## src/rtl/lock_pkg.sv

```systemverilog
// Shared state encoding, display codes and timer width for the lock controller.
package lock_pkg;

    typedef enum logic [1:0] {
        ST_LOCKED   = 2'd0,
        ST_UNLOCKED = 2'd1,
        ST_LOCKOUT  = 2'd2
    } lock_state_e;

    localparam int          TIMER_W        = 32;
    localparam logic [7:0]  DISP_UNLOCKED  = 8'h00;
    localparam logic [3:0]  DISP_LOCKED_HI = 4'hE;
    localparam logic [7:0]  DISP_LOCKOUT   = 8'hFF;

    function automatic logic [7:0] disp_code(input lock_state_e st, input logic [3:0] fails);
        logic [7:0] code;
        case (st)
            ST_UNLOCKED: code = DISP_UNLOCKED;
            ST_LOCKOUT:  code = DISP_LOCKOUT;
            default:     code = {DISP_LOCKED_HI, fails};
        endcase
        return code;
    endfunction

endpackage

```

## src/rtl/lock_timer.sv

```systemverilog
// Shared up-counter for the timed states; done flags the cycle the count equals the terminal value.
module lock_timer
    import lock_pkg::*;
(
    input  logic               clk,
    input  logic               rst_n,
    input  logic               clear,
    input  logic               enable,
    input  logic [TIMER_W-1:0] terminal,
    output logic               done
);

    logic [TIMER_W-1:0] count_q;
    logic [TIMER_W-1:0] count_d;

    always_comb begin
        count_d = count_q;
        if (clear) begin
            count_d = '0;
        end else if (enable) begin
            count_d = count_q + 1'b1;
        end
    end

    always_ff @(posedge clk or negedge rst_n) begin
        if (!rst_n) begin
            count_q <= '0;
        end else begin
            count_q <= count_d;
        end
    end

    assign done = enable && (count_q == terminal);

endmodule

```

## src/rtl/lock_controller.sv

```systemverilog
// Door lock FSM (LOCKED / UNLOCKED / LOCKOUT) with registered outputs.
// Optional alarm output is enabled by defining LOCK_ALARM_EN.
module lock_controller
    import lock_pkg::*;
#(
    parameter int unsigned UNLOCK_CYCLES  = 500_000_000,
    parameter int unsigned LOCKOUT_CYCLES = 1_000_000_000,
    parameter int unsigned MAX_FAILS      = 3
) (
    input  logic       clk,
    input  logic       rst_n,
    input  logic       result_valid,
    input  logic       result_match,
    input  logic       lock_btn,
    output logic       door_unlock,
    output logic       lockout,
    output logic       alarm,
    output logic [3:0] fail_count,
    output logic [7:0] display_out
);

    localparam logic [TIMER_W-1:0] UNLOCK_TC  = TIMER_W'(UNLOCK_CYCLES - 1);
    localparam logic [TIMER_W-1:0] LOCKOUT_TC = TIMER_W'(LOCKOUT_CYCLES - 1);
    localparam logic [3:0]         MAX_FAILS_C = 4'(MAX_FAILS);

    lock_state_e state_q, state_d;
    logic [3:0]  fail_q, fail_d;
    logic [3:0]  fail_inc;
    logic        btn_prev_q;
    logic        btn_rise;
    logic        door_q, lockout_q;
    logic [7:0]  disp_q;
    logic        timer_clear;
    logic        timer_en;
    logic        timer_done;
    logic [TIMER_W-1:0] timer_tc;

    assign btn_rise = lock_btn & ~btn_prev_q;
    assign fail_inc = fail_q + 4'd1;
    assign timer_en = (state_q != ST_LOCKED);
    assign timer_tc = (state_q == ST_LOCKOUT) ? LOCKOUT_TC : UNLOCK_TC;

    lock_timer u_timer (
        .clk      (clk),
        .rst_n    (rst_n),
        .clear    (timer_clear),
        .enable   (timer_en),
        .terminal (timer_tc),
        .done     (timer_done)
    );

    // The timer is cleared on every cycle that leaves or restarts a timed state, and throughout LOCKED.
    always_comb begin
        state_d     = state_q;
        fail_d      = fail_q;
        timer_clear = 1'b0;
        case (state_q)
            ST_LOCKED: begin
                timer_clear = 1'b1;
                if (result_valid) begin
                    if (result_match) begin
                        state_d = ST_UNLOCKED;
                        fail_d  = 4'd0;
                    end else begin
                        fail_d = fail_inc;
                        if (fail_inc == MAX_FAILS_C) begin
                            state_d = ST_LOCKOUT;
                        end
                    end
                end
            end
            ST_UNLOCKED: begin
                if (timer_done || btn_rise) begin
                    state_d     = ST_LOCKED;
                    timer_clear = 1'b1;
                end else if (result_valid && result_match) begin
                    timer_clear = 1'b1;
                end
            end
            ST_LOCKOUT: begin
                if (timer_done) begin
                    state_d     = ST_LOCKED;
                    fail_d      = 4'd0;
                    timer_clear = 1'b1;
                end
            end
            default: begin
                state_d     = ST_LOCKED;
                fail_d      = 4'd0;
                timer_clear = 1'b1;
            end
        endcase
    end

`ifdef LOCK_ALARM_EN
    logic alarm_q;
    logic alarm_d;
    assign alarm_d = (state_d == ST_LOCKOUT) ||
                     ((state_q == ST_LOCKED) && result_valid && !result_match);
    assign alarm   = alarm_q;
`else
    assign alarm = 1'b0;
`endif

    always_ff @(posedge clk or negedge rst_n) begin
        if (!rst_n) begin
            state_q    <= ST_LOCKED;
            fail_q     <= 4'd0;
            btn_prev_q <= 1'b0;
            door_q     <= 1'b0;
            lockout_q  <= 1'b0;
            disp_q     <= {DISP_LOCKED_HI, 4'd0};
`ifdef LOCK_ALARM_EN
            alarm_q    <= 1'b0;
`endif
        end else begin
            state_q    <= state_d;
            fail_q     <= fail_d;
            btn_prev_q <= lock_btn;
            door_q     <= (state_d == ST_UNLOCKED);
            lockout_q  <= (state_d == ST_LOCKOUT);
            disp_q     <= disp_code(state_d, fail_d);
`ifdef LOCK_ALARM_EN
            alarm_q    <= alarm_d;
`endif
        end
    end

    assign door_unlock = door_q;
    assign lockout     = lockout_q;
    assign fail_count  = fail_q;
    assign display_out = disp_q;

endmodule
```

## config.mk

```make
export PLATFORM = sky130hd
export DESIGN_NAME = lock_controller
export DESIGN_NICKNAME = d
export VERILOG_FILES = /design/src/rtl/lock_pkg.sv /design/src/rtl/lock_timer.sv /design/src/rtl/lock_controller.sv
export SDC_FILE = /design/constraint.sdc
export NUM_CORES = 1
export LEC_CHECK = 0
export ABC_AREA = 1
export BUFFER_PORTS_ARGS = -buffer_cell sky130_fd_sc_hd__buf_2
export CELL_PAD_IN_SITES_DETAIL_PLACEMENT = 0
export CELL_PAD_IN_SITES_GLOBAL_PLACEMENT = 2
export CORE_UTILIZATION = 38
export CTS_CLUSTER_DIAMETER = 100
export CTS_CLUSTER_SIZE = 12
export DETAILED_ROUTE_END_ITERATION = 8
export PLACE_DENSITY = 0.82
export SYNTH_ARGS = -nofsm -noshare
export SYNTH_HDL_FRONTEND = slang
export SYNTH_SLANG_ARGS = --single-unit
```

## constraint.sdc

```tcl
create_clock -name clk -period 5.05 [get_ports clk]
set_input_delay 0.2525 -clock clk [delete_from_list [all_inputs] [get_ports clk]]
set_output_delay 0.2525 -clock clk [all_outputs]
set_load 0.02 [all_outputs]
```

==> flow_summary_export.csv <==
group,metric,value,unit
sta,final_max_slew_viol_count,0,
final_layout,antenna-diode-count,0,
clock_tree,cts-hold-fix-buffers,0,
logic_synthesis,synth.cell_area,3027,sq um
worst_setup_path,critical_path_data_arrival_time,3.18,ns
sta,layout_setup_ws,2.060,ns
die,die_area,8326,sq um
sta,timing.final.crit_period,2.990,ns
final_layout,layout-drive-gt1-share,0.1286,
detailed_routing,final_antenna_net_count,0,
placement,place.port_buffers,18,
worst_setup_path,worstPathMaxFanout,16,
detailed_routing,drt-pass1-iter-count,4,
placement,post-place-ws,2.043,ns
detailed_routing,detailedRoute.firstIterationViolations,112,
die,fp.dieW,91.25,um
final_layout,layout.cells.non_filler,522,
placement,placed_cells,514,
power,power.leakage,1.491,nW
clock_tree,clock_tree.buffer_depth,2,
global_routing,groute.usage.overall,0.1826,
logic_synthesis,register_bit_count_reported_by_yosys,47,
global_routing,grt_antenna_before_repair,0,
status,run_status,"complete, no violations",
global_routing,global_route_wire_length_before_repair,12140,um
detailed_routing,met2_length,3096,um
die,initial_core_util,0.3917,
logic_synthesis,synthesis.yosys.warnings,0,
final_layout,nNetsFinal,434,
clock_tree,cts_root_buffer,"clkbuf_8",
clock_tree,numCtsBuffers,5,
detailed_routing,top_layer,"met4",
die,io-pin-count,20,
detailed_routing,routed_wirelength,6747,um
sta,skew,0.006528,ns
clock_tree,post_cts_buffers,0,
clock_tree,clkLatencyLatePin,0.30,ns
sta,grt_setup_unrepaired,"false",
power,cellPowerDensity,366.2,nW/um^2
detailed_routing,vias,2456,
min_path,hold_path.class,"input port to asynchronous set/reset pin",
final_layout,area_of_the_multi_input_gates,1536,sq um
global_routing,largest_net_degree_at_the_start_of_global_routing,48,
detailed_routing,met1_length,3373,um
sta,clock.fmax,334.4,MHz
clock_tree,htreeDepth,2,
worst_setup_path,setup.worst_path.start_class,"flip-flop",
placement,globalplace.congestion,0.8331,
global_routing,overflow,0,
worst_setup_path,end_kind,"flip-flop",
final_layout,final_layout_fill_cell_count,783,
clock_tree,path_clk_slew,0.09,ns
job,cap_violations,0,
logic_synthesis,synth_area_per_cell,7.473,sq um
final_layout,layout.core_utilization,0.4184,
clock_tree,cts_resized,0,
final_layout,layout.area.seq,1177,sq um
clock_tree,tritoncts,"yes",
sta,finalHoldViolations,0,
die,fp.dieH,91.25,um
clock_tree,cts_num_sinks,47,
detailed_routing,route.met3.wl,235,um
die,core.rowCount,32,
sta,setup-tns-final,0,ns
logic_synthesis,synth_seq_area_share,0.3890,
logic_synthesis,post_synth_main_area_contributors,"dfrtp_1, nand2_1, nor2_1, inv_1, xor2_1",
sta,slew_headroom,0.5787,
logic_synthesis,mappedNetlistNets,420,
logic_synthesis,ys_types,35,
power,finalPower,1.184,mW
sta,timing_worst_slew_pin_value,0.6319,ns
placement,detailedPlacementHpwl,5084,um
worst_setup_path,criticalPathCategory,"flip-flop to flip-flop",
detailed_routing,drt-wirelength-per-cell,12.93,um
detailed_routing,drt-vias-per-instance,4.705,
logic_synthesis,synth.largest_area_cell,"dfrtp_1",
worst_setup_path,cp_data_required_time,5.24,ns
logic_synthesis,synth_top_cell_area_share,0.3803,
global_routing,first_global_vias,2452,
power,vdd.ir_drop.worst,0.2090,mV
final_layout,area_growth,6.821,%
sta,period_share,0.5921,
die,core,7727,sq um
sta,setup_violations,0,
detailed_routing,route.detailed.drc,0,
logic_synthesis,synthCells,405,
cells in the final DEF, fill, tap and decap left out, drive strengths merged, types with 10 or more instances in the layout:
cell type and count:
buf 19, o21ai 13, ha 10, nor2 73, inv 55, xor2 21
nor3 14, nand2 98, dfrtp 46, nand3 34
metrics by stage:
| step | hold slack, ns | cell area [sq um] |
|---|---|---|
| floorplan | -0.04309 | 3027 |
| global placement | 0.3773 | 3146 |
| detailed placement | 0.3811 | 3146 |
| CTS | 0.05775 | 3233 |
| finish | 0.04718 | 3233 |
| global route | 0.05469 | 3233 |
flip-flops by register name, summed over array words and instances, names as in the netlist:
register         count
u_timer.count_q     32
display_out          6
fail_count           4
state_q              2
btn_prev_q           1
door_unlock          1
lockout              1
cell usage after synthesis, drive strengths merged:
master   n
ha      10
dfstp    1
xor2    21
conb     1
nor4     2
nand3   34
clkinv   1
o21ai   13
o22ai    1
nand3b   2
xnor2    4
nand2   98
clkbuf   1
dfrtp   46
a21oi    4
o211ai   3
nor3    14
or2      1
nand4    9
inv     54
buf     11
nor2    73
and3     1
power breakdown:
part | switching [mW] | internal [mW]
clock | 0.134 | 0.0978
combinational | 0.348 | 0.135
sequential | 0.0422 | 0.428
total | 0.524 | 0.660
metal layers:
metal,vias up,global-route usage
li1,1283,-
met1,1134,0.2507
met2,35,0.2973
met3,4,0.03350
met4,0,0.04497
met5,-,0
critical path: stages (launching register included):
cell and delay, ns:
dfrtp_1 0.43, inv_1 0.10, ha_1 0.37, inv_1 0.49
nand2_4 0.13, nor2_4 0.12, inv_1 0.06, nor2_1 0.15
nand2_2 0.11, nand3_2 0.07, nand3_1 0.12, nand2_2 0.09
inv_1 0.07, ha_1 0.34, inv_1 0.05, nand2_1 0.10
nand2_1 0.07
path summary, 6_finish.rpt:
kind,end,from,cells after the start,slack (ns)
worst max register to register,display_out[1],state_q[0],16,2.06
worst min register to register,u_timer.count_q[31],u_timer.count_q[31],2,0.56
worst max-delay path,display_out[1],state_q[0],16,2.06
worst min-delay path,u_timer.count_q[22],rst_n,2,0.05
max in group asynchronous,state_q[0],rst_n,2,4.59
min in group clk,btn_prev_q,lock_btn,1,0.07
layout make-up:
| type | instances | area share |
|---|---|---|
| inverter | 55 | 0.06385 |
| multi-input combinational | 291 | 0.4752 |
| tap | 102 | 0.03947 |
| sequential | 47 | 0.3642 |
| clock buffer | 5 | 0.02128 |
| timing repair buffer | 19 | 0.03019 |
| clock inverter | 3 | 0.005805 |
cells by family after synthesis:
family	share of synthesized area
AO/OA/AOI/OAI	0.03886
XOR/XNOR	0.07234
adder cells (fa/ha/maj)	0.04134
buffers and inverters	0.1033
flip-flops	0.3890
other	0.001239
AND/OR/NAND/NOR	0.3539
(Power assumes the default switching activity.)
